===== src/rtl/core_dispatch.sv =====
// Event dispatcher between the priority queue and the core array: hands queue heads to
// idle cores, collects returned events round-robin and pushes them back into the queue.
module core_dispatch #(
    parameter int unsigned NUM_CORE  = 4,
    parameter int unsigned NB_COREID = $clog2(NUM_CORE),
    parameter int unsigned MSG_WID   = 32,
    parameter int unsigned TIME_WID  = 16,
    parameter int unsigned CNT_WID   = 32
) (
    input  logic                        clk,
    input  logic                        reset,
    input  logic [TIME_WID-1:0]         end_time,
    input  logic                        q_empty,
    input  logic [MSG_WID-1:0]          q_head,
    output logic                        q_deq,
    input  logic                        q_full,
    output logic                        q_enq,
    output logic [MSG_WID-1:0]          q_enq_data,
    input  logic [NUM_CORE-1:0]         core_req,
    input  logic [NUM_CORE*MSG_WID-1:0] core_out_msg,
    output logic [NUM_CORE-1:0]         core_ack,
    output logic [NUM_CORE-1:0]         core_in_vld,
    output logic [MSG_WID-1:0]          core_in_msg,
    output logic [MSG_WID-1:0]          mon_msg,
    output logic                        mon_sent_vld,
    output logic                        mon_rcv_vld,
    output logic [NB_COREID-1:0]        mon_core_id,
    output logic [NUM_CORE-1:0]         core_active,
    output logic [CNT_WID-1:0]          events_sent,
    output logic                        sim_done
);

    typedef enum logic [1:0] {
        IDLE = 2'd0,
        RCV  = 2'd1,
        SEND = 2'd2
    } state_t;

    state_t                r_state;
    state_t                w_state_next;
    logic                  r_armed;
    logic [MSG_WID-1:0]    r_msg;
    logic [NB_COREID-1:0]  r_id;
    logic [NB_COREID-1:0]  r_rr_ptr;
    logic [NUM_CORE-1:0]   r_core_active;
    logic [CNT_WID-1:0]    r_events_sent;
    logic                  r_sim_done;

    logic [MSG_WID-1:0]    w_out_msg [NUM_CORE];
    logic [NUM_CORE-1:0]   w_req;
    logic [NUM_CORE-1:0]   w_idle;
    logic [NB_COREID-1:0]  w_scan_id;
    logic [NB_COREID-1:0]  w_grant_id;
    logic                  w_grant_found;
    logic [NB_COREID-1:0]  w_free_id;
    logic                  w_free_found;
    logic                  w_head_blocked;
    logic                  w_can_dispatch;
    logic                  w_take_rcv;
    logic                  w_take_send;
    logic                  w_rcv_done;
    logic                  w_done_set;

    for (genvar g = 0; g < NUM_CORE; g++) begin : g_unpack
        assign w_out_msg[g] = core_out_msg[g*MSG_WID +: MSG_WID];
    end

    // Round-robin scan of eligible returns starting at r_rr_ptr; index arithmetic wraps
    // naturally because NUM_CORE is a power of two.
    always_comb begin
        w_req         = core_req & r_core_active;
        w_grant_found = 1'b0;
        w_grant_id    = '0;
        w_scan_id     = '0;
        for (int unsigned k = 0; k < NUM_CORE; k++) begin
            w_scan_id = r_rr_ptr + NB_COREID'(k);
            if (!w_grant_found && w_req[w_scan_id]) begin
                w_grant_found = 1'b1;
                w_grant_id    = w_scan_id;
            end
        end
    end

    // Lowest-index idle core
    always_comb begin
        w_idle       = ~r_core_active;
        w_free_found = 1'b0;
        w_free_id    = '0;
        for (int unsigned k = 0; k < NUM_CORE; k++) begin
            if (!w_free_found && w_idle[k]) begin
                w_free_found = 1'b1;
                w_free_id    = NB_COREID'(k);
            end
        end
    end

    assign w_head_blocked = q_empty || (q_head[TIME_WID-1:0] >= end_time);
    assign w_can_dispatch = !w_head_blocked && w_free_found && !r_sim_done;
    assign w_done_set     = (r_state == IDLE) && (r_core_active == '0) && w_head_blocked;

    always_ff @(posedge clk or posedge reset) begin
        if (reset) begin
            r_state <= IDLE;
        end else begin
            r_state <= w_state_next;
        end
    end

    always_comb begin
        w_state_next = r_state;
        w_take_rcv   = 1'b0;
        w_take_send  = 1'b0;
        w_rcv_done   = 1'b0;
        q_deq        = 1'b0;
        q_enq        = 1'b0;
        q_enq_data   = '0;
        core_ack     = '0;
        core_in_vld  = '0;
        core_in_msg  = '0;
        mon_msg      = '0;
        mon_sent_vld = 1'b0;
        mon_rcv_vld  = 1'b0;
        mon_core_id  = '0;
        case (r_state)
            IDLE: begin
                // r_armed suppresses any decision on the first cycle out of reset
                if (r_armed) begin
                    if (w_grant_found) begin
                        w_take_rcv   = 1'b1;
                        w_state_next = RCV;
                    end else if (w_can_dispatch) begin
                        q_deq        = 1'b1;
                        w_take_send  = 1'b1;
                        w_state_next = SEND;
                    end
                end
            end
            RCV: begin
                if (!q_full) begin
                    w_rcv_done     = 1'b1;
                    q_enq          = 1'b1;
                    q_enq_data     = r_msg;
                    core_ack[r_id] = 1'b1;
                    mon_rcv_vld    = 1'b1;
                    mon_msg        = r_msg;
                    mon_core_id    = r_id;
                    w_state_next   = IDLE;
                end
            end
            SEND: begin
                core_in_vld[r_id] = 1'b1;
                core_in_msg       = r_msg;
                mon_sent_vld      = 1'b1;
                mon_msg           = r_msg;
                mon_core_id       = r_id;
                w_state_next      = IDLE;
            end
            default: begin
                w_state_next = IDLE;
            end
        endcase
    end

    // Latched transaction, busy vector, counters
    always_ff @(posedge clk or posedge reset) begin
        if (reset) begin
            r_armed       <= 1'b0;
            r_msg         <= '0;
            r_id          <= '0;
            r_rr_ptr      <= '0;
            r_core_active <= '0;
            r_events_sent <= '0;
            r_sim_done    <= 1'b0;
        end else begin
            r_armed <= 1'b1;
            if (w_take_rcv) begin
                r_msg <= w_out_msg[w_grant_id];
                r_id  <= w_grant_id;
            end
            if (w_take_send) begin
                r_msg <= q_head;
                r_id  <= w_free_id;
            end
            if (w_rcv_done) begin
                r_core_active[r_id] <= 1'b0;
                r_rr_ptr            <= r_id + NB_COREID'(1);
            end
            if (r_state == SEND) begin
                r_core_active[r_id] <= 1'b1;
                r_events_sent       <= r_events_sent + CNT_WID'(1);
            end
            if (w_done_set) begin
                r_sim_done <= 1'b1;
            end
        end
    end

    assign core_active = r_core_active;
    assign events_sent = r_events_sent;
    assign sim_done    = r_sim_done;

endmodule


===== config.mk =====
export PLATFORM = sky130hd
export DESIGN_NAME = core_dispatch
export DESIGN_NICKNAME = d
export VERILOG_FILES = /design/src/rtl/core_dispatch.sv
export SDC_FILE = /design/constraint.sdc
export NUM_CORES = 1
export LEC_CHECK = 0
export ABC_AREA = 1
export CAP_MARGIN = 20
export CORE_AREA = 2 2 128 130
export DETAILED_ROUTE_END_ITERATION = 8
export DIE_AREA = 0 0 130 132
export HOLD_SLACK_MARGIN = 0.1
export PLACE_DENSITY = 0.94
export SKIP_CTS_REPAIR_TIMING = 1
export SKIP_LAST_GASP = 1
export SLEW_MARGIN = 0
export SYNTH_ARGS = -nofsm -noshare
export SYNTH_HDL_FRONTEND = slang
export SYNTH_SLANG_ARGS = --single-unit

===== constraint.sdc =====
create_clock -name clk -period 3 [get_ports clk]
set_input_delay 0.75 -clock clk [delete_from_list [all_inputs] [get_ports clk]]
set_output_delay 0.75 -clock clk [all_outputs]
set_load 0.01 [all_outputs]

Yosys cells after proc, flatten, opt, wreduce, memory -nomap -nowiden:

Cells that the tools add are included.

* output and inout port bits: 147
* word-level logic and storage cells: 114
* bits of input ports: 184
* register bits: 76

* bitwise logic cells: 6
* reductions and logical operators: 24
* muxes and demuxes: 58
* eq/ne operators: 5
* $lt $le $gt $ge: 8
* add/sub/neg operators: 5

Operators by type and width (number)
* 32-bit 2-to-1 mux: 7
* 32-bit binary-select mux with 2-bit select: 1
* 32-bit case mux with 2 select lines: 1
* 32-bit by 1-bit adder with 32-bit output (second input constant): 1
* 2-bit 2-to-1 mux: 13
* 1-bit 2-to-1 mux: 24
* 4-bit 2-to-1 mux: 5
* 16-bit >= comparator: 1
* 2-bit by 3-bit less-than comparator with 1-bit output (second input constant): 5
* 1-bit logical AND: 11
* 4-bit bitwise AND: 2
* 1-bit binary-select mux with 2-bit select: 4
* 1-bit logical NOT: 8
* 4-bit inverter: 2
* 2-bit case mux with 2 select lines: 2
* 2-bit by 1-bit adder with 2-bit output (second input constant): 2
* 2-bit adder (second input constant): 2
* 4-bit logical NOT: 1
* 2-bit inequality test (second input constant): 2
* 4-bit bitwise OR: 1
* 3-bit >= comparator (second input constant): 1
* 3-bit inequality test (second input constant): 1
* 2-bit inverter with 3-bit output: 1
* 3-bit AND reduction: 1
* 7 further kinds: 7

Logic depth before layout (Yosys ltp):

Gate-level depths: netlist of the first run.

* depth in word-level cells: 19
* gate-level depth with buffers: 15
* gate-level depth less buffers: 14

Worst setup path before layout of the first run:

Ideal clock, no wire load.

* kind: input port to output port
* start point: in end_time[11]
* end point: out q_deq
* path buffers: 1
* setup slack: 184 ps
* data required time: 2250 ps
* cell stages on the path: 10
* arrival: 2066 ps
* path through: inv_1 ha_1 a21oi_1 o21ai_0 a21oi_1 nand3_1 nor2_1 nand3_4 clkinv_2 buf_6

* longest elaborated chain between the ends: 9

Ends and longest elaborated chain
* start, declared: line 12 `input logic [TIME_WID-1:0] end_time,`
* 16-bit >= comparator: line 97 `assign w_head_blocked = q_empty || (q_head[TIME_WID-1:0] >= end_time);`
* 1-bit logical OR: line 97
* 1-bit logical NOT: line 98 `assign w_can_dispatch = !w_head_blocked && w_free_found && !r_sim_done;`
* 1-bit logical AND (2 in a row): line 98
* 1-bit 2-to-1 mux: line 131 `end else if (w_can_dispatch) begin`
* 1-bit 2-to-1 mux: line 128 `if (w_grant_found) begin`
* 1-bit 2-to-1 mux: line 127 `if (r_armed) begin`
* 1-bit 2-to-1 mux: line 124 `case (r_state)`
* end, declared: line 15 `output logic q_deq,`

Every way passes these cells.

Worst setup path after layout of the first run:

Same ends and word-level chain as after synthesis.

==> results of run 1 <==
-- cells by family (layout without fill, tap and decap cells) --
| kind of cell | Yosys count | after routing | synth area share [%] |
|---|---|---|---|
| XOR/XNOR | 30 | 30 | 4.13 |
| multiplexers | 1 | 1 | 0.177 |
| AND/OR/NAND/NOR | 615 | 615 | 45.1 |
| AO/OA/AOI/OAI | 29 | 29 | 2.48 |
| buffers and inverters | 193 | 536 | 13.4 |
| other | 1 | 1 | 0.0590 |
| adder cells (fa/ha/maj) | 24 | 24 | 4.72 |
| flip-flops | 76 | 76 | 29.9 |
-- placed cells by master, fill, tap and decap left out, types with 3 or more instances in the layout --
| cell type | netlist | layout |
|---|---|---|
| sky130_fd_sc_hd__clkdlybuf4s50_1 | 0 | 285 |
| sky130_fd_sc_hd__nand3_1 | 250 | 248 |
| sky130_fd_sc_hd__nand2_1 | 203 | 201 |
| sky130_fd_sc_hd__inv_1 | 136 | 134 |
| sky130_fd_sc_hd__nor2_1 | 92 | 89 |
| sky130_fd_sc_hd__dfrtp_1 | 76 | 76 |
| sky130_fd_sc_hd__dlymetal6s2s_1 | 0 | 44 |
| sky130_fd_sc_hd__buf_4 | 7 | 37 |
| sky130_fd_sc_hd__xor2_1 | 23 | 23 |
| sky130_fd_sc_hd__ha_1 | 24 | 21 |
| sky130_fd_sc_hd__nand2_2 | 17 | 19 |
| sky130_fd_sc_hd__nand4_1 | 15 | 15 |
| sky130_fd_sc_hd__nand3_2 | 13 | 15 |
| sky130_fd_sc_hd__nor3_1 | 13 | 12 |
| sky130_fd_sc_hd__o21ai_0 | 13 | 11 |
| sky130_fd_sc_hd__buf_12 | 0 | 10 |
| sky130_fd_sc_hd__clkbuf_16 | 0 | 9 |
| sky130_fd_sc_hd__xnor2_1 | 7 | 7 |
| sky130_fd_sc_hd__a21oi_1 | 11 | 6 |
| sky130_fd_sc_hd__a21oi_2 | 1 | 5 |
| sky130_fd_sc_hd__nor2_4 | 2 | 4 |
| sky130_fd_sc_hd__inv_2 | 2 | 3 |
| sky130_fd_sc_hd__nor3b_1 | 3 | 3 |
| sky130_fd_sc_hd__nor4_1 | 3 | 3 |
| sky130_fd_sc_hd__ha_4 | 0 | 3 |
| sky130_fd_sc_hd__buf_6 | 9 | 3 |
-- report_power, final --
part | leakage [nW] | switching [W] | internal, W
Combinational | 4.68 | 0.00314 | 0.00215
Clock | 0.149 | 0.000480 | 0.000659
Sequential | 0.991 | 0.000316 | 0.00131
-- metal layers --
metal | vias to the layer above | share of wire, % | GRT usage, % | routed length [microns]
met2 | 464 | 51 | 50.7 | 13200
met1 | 3737 | 37 | 33.3 | 9460
met3 | 62 | 8.5 | 6.74 | 2180
met4 | 0 | 3.2 | 10.6 | 828
li1 | 3793 | - | - | -
met5 | - | 0 | 0 | 0
-- stage by stage --
step / setup WS (ns) / TNS (ns) / hold slack (ns) / instance area (sq um)
5_1_grt: -0.392 / -1.06 / 0.502 / 10700
4_1_cts: -0.874 / -16.28 / 0.475 / 10400
3_5_place_dp: -0.869 / -22.04 / 0.457 / 10100
6_report: -0.310 / -0.510 / 0.476 / 10700
2_1_floorplan: 0.184 / 0 / 0.467 / 6360
3_3_place_gp: -0.797 / -17.85 / 0.457 / 10100
-- final cells by class --
cell class              instances  area (sq um)
fillers                      1230          5060
repair buffers                380          3920
multi-input cells             700          3720
flip-flops and latches         76          1900
inverters                     140           531
well taps                     216           270
clock buffers                   9           225
clock inverters                 7          83.8
-- worst max-delay path: cells and delay by family --
| family | cells | cell delay, ns |
|---|---|---|
| adders and majority gates | 1 | 0.25 |
| buffers and inverters | 4 | 0.73 |
| AOI/OAI and AO/OA | 3 | 0.45 |
| and+or+nand+nor | 3 | 0.36 |
-- state kept, by name (all words and copies together), names as in the netlist, named ones only --
| signal | cells |
|---|---|
| r_id | 2 |
| events_sent | 32 |
| r_msg | 32 |
| r_armed | 1 |
| r_rr_ptr | 2 |
| r_state | 2 |
| core_active | 2 |
| sim_done | 1 |
-- final timing paths --
kind | start | to | slack (ns) | depth (start not counted)
worst max-delay path | end_time[11] | q_deq | -0.31 | 11
worst max register to register | r_state[0]$_DFFE_PP0P_ | events_sent[29]$_DFFE_PP0P_ | 0.38 | 10
min in group asynchronous | reset | r_msg[26]$_DFFE_PP0P_ | 0.79 | 2
worst min register to register | events_sent[31]$_DFFE_PP0P_ | events_sent[31]$_DFFE_PP0P_ | 0.48 | 1
worst min-delay path | events_sent[31]$_DFFE_PP0P_ | events_sent[31]$_DFFE_PP0P_ | 0.48 | 1
max in group asynchronous | reset | r_armed$_DFF_PP0_ | 1.56 | 3
==> results list, run 1 <==
- The worst setup path is launched from an input port.
* Clock latency on the worst-skew pair: 0.35 ns
- Dividing the final minimum period by the clock period gives 110%.
- The synthesized design devotes to its leading area cell type 29.9% of total area.
- The cell area that synthesis handed to floorplanning was 0.00636 sq mm.
* Biggest area consumer among synthesized cells: sky130_fd_sc_hd__dfrtp_1
* Clock transition at path regs: 0.06 ns
- The most numerous cell type found on the critical path is sky130_fd_sc_hd__a21oi_2.
- Antenna viol nets, final: 0
* Starting density of the core: 40.5%
- Die Outline Area: 0.0172 sq mm
- Mapped Cells: 969
- No sink is reached through more buffers than the 2 on the longest clock path.
- A synthesized cell averages 6.56 sq um.
- Tot GR Track Use: 28.7%
- Area inside the core boundary: 0.0157 sq mm
* Top_reg_cell synth: sky130_fd_sc_hd__dfrtp_1
- In the synthesized netlist the async set-or-reset flop fraction comes to 100%.
- Warning count from the yosys run: 0
- During placement, the flow inserted port buffers numbering 330.
- At the worst endpoint, the required time is 2.25 ns.
- Placer's final routability congestion estimate: 0.914
- Largest net degree at the start of global routing: 66
- Layout net count: 1,515
- The floorplan step set the die width to 130 microns.
* Overall routed net length: 25,600 microns
* Worst hold-check path type: reg -> reg
- The number of global-route vias before repair came to 7,417.
- In the routed design, unresolved DRC markers number 0.
- Sequential cell area fraction in the yosys report: 29.9%
* Count of flip-flops with a built-in enable after synthesis: 0
- Area added between synthesis and finish: 67.6%
* Lkg Pwr: 5.81 nW
- The wire-length estimate of the detail-placed layout is 19,900 microns.
- For this run, the number of standard cells in the final layout without fillers is 1,528.
* Number of levels the H-tree was split into: 3
- For this run, the slowest stage of the critical path takes 0.47 ns.
- Count of state elements after synthesis: 76
- Overall via count from detail_route: 8,056
- Detailed-routing iteration count for the pre-antenna-repair pass: 7
* Number of ports placed on the die boundary: 331
* Failing checks: setup timing
- Row generation in the floorplan step produced 46 rows.
* Kind of end point of the critical path: primary output
* Max-Cap Viols: 0
- Achievable frequency: 302 MHz
* Areal power density over the cells: 755 mW/mm^2
- By startpoint and endpoint, the worst setup path is classified as in -> out.
- Ordered list of cells on the worst path: clkdlybuf4s50_1 > inv_1 > ha_4 > a21oi_2 > o21ai_1 > a21oi_2 > nand3_2 > nor2_4 > nand3_4 > clkinv_2 > clkbuf_2
- Dividing the detail-routed wire length by the instance count gives 16.8 microns.
- # diodes: 0
- Along the worst path, the maximum fanout reaches 3.
- Pins over their slew limit: 0
- In this run the tightest slew margin relative to its limit is 57.1%.
- The first global-routing pass estimated 38,300 microns of wire.
- Clock tree synthesis found a total of 76 sinks.
* Actual slew at the worst max-slew pin: 0.642 ns
* Worst-case clock skew: 0.00423 ns
- Inserted Clock Buffers: 9
* Total nets after synthesis: 1,177
* Worst supply voltage drop on vdd: 0.594 mV
- Most frequently used cell type in the post-synthesis netlist: sky130_fd_sc_hd__nand3_1
* Setup repair after global routing missed its margin: true
- Slowest cell on crit path: sky130_fd_sc_hd__clkdlybuf4s50_1
* Setup violators final: 4
* Ratio of routed vias to standard cells: 5.27
- Gr ovfl total: 0
- Yosys attributes the largest share of cell area to sky130_fd_sc_hd__dfrtp_1 (30%), sky130_fd_sc_hd__nand3_1 (20%), sky130_fd_sc_hd__nand2_1 (12%).
- After detailed placement, the design holds a cell count of 1,509.
- Power comes to 0.00805 W.
- The initial antenna violation count was 0.
- CTS Root Cell: sky130_fd_sc_hd__clkbuf_16
- CTS tree: done
- Proportion of layout cells with a drive suffix above 1: 9.83%
- Measured on the finished design, the core utilization comes to 67.8%.
- The final number of hold-violating endpoints was 0.
* Run status: finished with violations
* Most instantiated cells after synthesis: sky130_fd_sc_hd__nand3_1 (250), sky130_fd_sc_hd__nand2_1 (203), sky130_fd_sc_hd__inv_1 (136)
- In this run the vertical extent of the chip is 132 microns.
- For the worst setup path, the data arrival time is 2.56 ns.
* Worst setup margin: -0.310 ns
* Distinct cell type count after synthesis: 35
* Minimum clock period: 3.31 ns
* Starting DRC count in detailed routing: 515
No activity file was read; power rests on OpenSTA's default activity.
==> inputs of run 2 (changes only) <==
- CORE_AREA: 2 2 128 130 -> not set
- CORE_MARGIN: not set -> 10
- CORE_UTILIZATION: not set -> 41
- DIE_AREA: 0 0 130 132 -> not set
- PLACE_DENSITY: 0.94 -> 0.95
==> results list, run 2 (synthesized netlist as in run 1, its figures left out) <==
- Period utilisation layout: 107% (was 110%)
- Crit-path max FO: 2 (was 3)
- The total detailed-routing wirelength is 29,600 microns (was 25,600 microns).
* Most common library cell in the layout ignoring fill and taps: sky130_fd_sc_hd__clkdlybuf4s50_1 (unchanged)
- Post-route DRC violation count: 0 (unchanged)
- Register-to-register path setup slack: 0.37 ns (was 0.38 ns)
* Relative contribution of the clock network to total power: 14.3% (was 14.1%)
- Achievable frequency: 313 MHz (was 302 MHz)
* Worst supply voltage drop on vdd: 0.645 mV (was 0.594 mV)
* Clock sink count: 76 (unchanged)
- Area taken by multi-input logic gates: 0.00381 sq mm (was 0.00372 sq mm)
- Leading cell types in the layout, fill and taps excluded: sky130_fd_sc_hd__clkdlybuf4s50_1 (258), sky130_fd_sc_hd__nand3_1 (247), sky130_fd_sc_hd__nand2_1 (201) (was sky130_fd_sc_hd__clkdlybuf4s50_1 (285), sky130_fd_sc_hd__nand3_1 (248), sky130_fd_sc_hd__nand2_1 (201)).
* Power share of the combinational group: 64.9% (was 65.7%)
- The worst setup path endpoint was q_deq (unchanged).
- Switching share of power: 50.1% (was 48.9%)
- Final HPWL DP: 22,600 microns (was 19,900 microns)
- Startpoint Class: input port (unchanged)
* Die height: 145 microns (was 132 microns)
- The wire length of the first global-routing pass is 41,900 microns (was 38,300 microns).
- Total count of hold-check failures in the final report: 0 (unchanged)
- Startpoint of the most critical setup path: end_time[6] (was end_time[11])
- Max-Cap Viols: 0 (unchanged)
* Ratio of routed vias to standard cells: 5.46 (was 5.27)
* Sum of negative setup slack: -0.199 ns (was -0.510 ns)
* Bufs on Longest Clock Path: 2 (unchanged)
* Worst hold-check path type: reg -> reg (unchanged)
- Pins over their slew limit: 0 (unchanged)
* Die Outline Area: 0.0209 sq mm (was 0.0172 sq mm)
- The sequential standard cell area was 0.00190 sq mm (unchanged).
- Setup repair after global routing missed its margin: true (unchanged)
- Failing checks: setup timing (unchanged).
* Inserted Clock Buffers: 9 (unchanged)
* Kind of end point of the critical path: primary output (unchanged)
- The initial antenna violation count came to 2 (was 0).
- The depth of the CTS H-tree is 3 (unchanged).
- The global routing usage summed across all routing layers came to 25.6% (was 28.7%).
- The remaining max-slew budget at the tightest pin is 56.5% (was 57.1%).
* CTS tree: done (unchanged)
- Worst r2r dst: events_sent[28]$_DFFE_PP0P_ (was events_sent[29]$_DFFE_PP0P_)
* Number of ports placed on the die boundary: 331 (unchanged)
- Lkg Pwr: 6.14 nW (was 5.81 nW)
- Number of inserted filler cells in the final layout: 1,097 (was 1,230)
- The internal power summed over all cells is 0.00397 W (was 0.00411 W).
* Clock latency on the worst-skew pair: 0.35 ns (about the same)
- The placement-stage cell area is 0.0100 sq mm (was 0.0101 sq mm).
* Area added between synthesis and finish: 68.2% (was 67.6%)
- Worst setup timing slack at the placement stage: -0.820 ns (was -0.869 ns)
- Sequential fraction of design power: 20.8% (was 20.2%)
- Critical path arrival: 2.45 ns (was 2.56 ns)
* Critical path class: in -> out (unchanged)
* Overall via count from detail_route: 8,150 (was 8,056)
- Placer's final routability congestion estimate: 0.904 (was 0.914)
* Number of placement rows: 45 (was 46)
- Via count of the first global-routing pass: 7,872 (was 7,417)
- The data required time at the worst endpoint came to 2.25 ns (about the same).
* Worst setup margin: -0.199 ns (was -0.310 ns)
* Worst-case clock skew: 0.00966 ns (was 0.00423 ns)
- The total net switching power was 0.00398 W (was 0.00394 W).
- The placeable core area is 0.0152 sq mm (was 0.0157 sq mm).
* Detailed-routing iteration count for the pre-antenna-repair pass: 6 (was 7)
- Actual slew at the worst max-slew pin: 0.652 ns (was 0.642 ns)
- Reg2Reg Launch Point: r_state[0]$_DFFE_PP0P_ (unchanged)
* Areal power density over the cells: 743 mW/mm^2 (was 755 mW/mm^2)
- The worst-case reg-to-reg path depth was 10 (unchanged).
- Total power draw: 0.00795 W (was 0.00805 W)
* Starting density of the core: 41.8% (was 40.5%)
- Proportion of layout cells with a drive suffix above 1: 10.2% (was 9.83%)
- Starting DRC count in detailed routing: 684 (was 515)
- Gr ovfl total: 0 (unchanged)
- The final critical delay including setup and external delays came to 3.20 ns (was 3.31 ns).
- The clock-pin slew reported for the worst setup and hold paths after clock tree synthesis is 0.06 ns (about the same).
- The count of antenna-violating nets left after detailed routing is 0 (unchanged).
* Layout net count: 1,508 (was 1,515)
- Post-route design area: 0.0107 sq mm (about the same)
* Die Width: 145 microns (was 130 microns)
- The number of failing setup endpoints in the final timing report is 1 (was 4).
- Count of buffers inserted at the top-level ports: 330 (unchanged)
* CTS Root Cell: sky130_fd_sc_hd__clkbuf_16 (unchanged)
- Run status: finished with violations (unchanged)
- The maximum number of pins on one net before global-route repair came to 44 (was 66).
- The post-detailed-route wirelength per cell was 19.8 microns (was 16.8 microns).
run 2: how the worst min path moves through the flow:
| stage | slack (ns) | endpoint | cells past startpoint | from |
|---|---|---|---|---|
| 4_1_cts | 0.48 | events_sent[31]$_DFFE_PP0P_ | 1 | events_sent[31]$_DFFE_PP0P_ |
| 2_1_floorplan | 0.47 | r_state[1]$_DFFE_PP0P_ | 2 | r_state[1]$_DFFE_PP0P_ |
| 3_5_place_dp | 0.48 | events_sent[31]$_DFFE_PP0P_ | 1 | events_sent[31]$_DFFE_PP0P_ |
| 5_1_grt | 0.51 | events_sent[31]$_DFFE_PP0P_ | 1 | events_sent[31]$_DFFE_PP0P_ |
| 6_report | 0.48 | events_sent[31]$_DFFE_PP0P_ | 1 | events_sent[31]$_DFFE_PP0P_ |
| 3_3_place_gp | 0.46 | events_sent[31]$_DFFE_PP0P_ | 1 | events_sent[31]$_DFFE_PP0P_ |
run 2: metal layers:
metal / up-vias / share of wire, % / GRT usage (%)
li1: 3777 / - / -
met1: 3766 / 35 / 27.3
met2: 508 / 51 / 45.5
met3: 99 / 10 / 8.17
met4: 0 / 3.9 / 10.4
met5: - / 0 / 0
run 2: area by class of cell:
| class | instances | share of cell area, % |
|---|---|---|
| flip-flops and latches | 76 | 17.8 |
| multi-input cells | 700 | 35.6 |
| repair buffers | 373 | 36.5 |
| clock inverters | 7 | 0.760 |
| diodes | 1 | 0.0234 |
| clock buffers | 9 | 2.11 |
| well taps | 188 | 2.20 |
| inverters | 140 | 4.97 |
run 2: per-stage QoR:
| step | cells | util (%) | hold slack, ns |
|---|---|---|---|
| after floorplan | 969 | - | 0.467 |
| after detailed placement | 1476 | 65.9 | 0.475 |
| after global routing | 1494 | 70.4 | 0.507 |
| after CTS | 1492 | 67.9 | 0.484 |
| final | 1494 | 70.4 | 0.476 |
| after global placement | 1476 | 65.9 | 0.460 |
run 2: critical path, cell delays in order:
cell and delay, ns:
sky130_fd_sc_hd__clkdlybuf4s50_1 0.46, sky130_fd_sc_hd__inv_1 0.05, sky130_fd_sc_hd__ha_1 0.29, sky130_fd_sc_hd__nand2_1 0.10
sky130_fd_sc_hd__nor2_1 0.08, sky130_fd_sc_hd__nand2_1 0.07, sky130_fd_sc_hd__nand2_1 0.05, sky130_fd_sc_hd__nand2_1 0.12
sky130_fd_sc_hd__nand3_4 0.08, sky130_fd_sc_hd__nor2_4 0.14, sky130_fd_sc_hd__nand3_4 0.10, sky130_fd_sc_hd__inv_4 0.06
sky130_fd_sc_hd__buf_6 0.10
run 2: power groups by stage:
| stage | clock network, W | registers [W] | logic, W |
|---|---|---|---|
| finish | 0.00114 | 0.00165 | 0.00516 |
| global route | 0.00120 | 0.00168 | 0.00565 |
| CTS | 0.00116 | 0.00164 | 0.00507 |
| detailed placement | 0 | 0.00166 | 0.00505 |
| global placement | 0 | 0.00164 | 0.00492 |
| floorplan | 0 | 0.00150 | 0.00338 |
==> inputs of run 3 (changes only) <==
- CAP_MARGIN: 20 -> not set
==> results of run 3 <==
The final DEF is identical to that of run 2; final timing and power are the same.
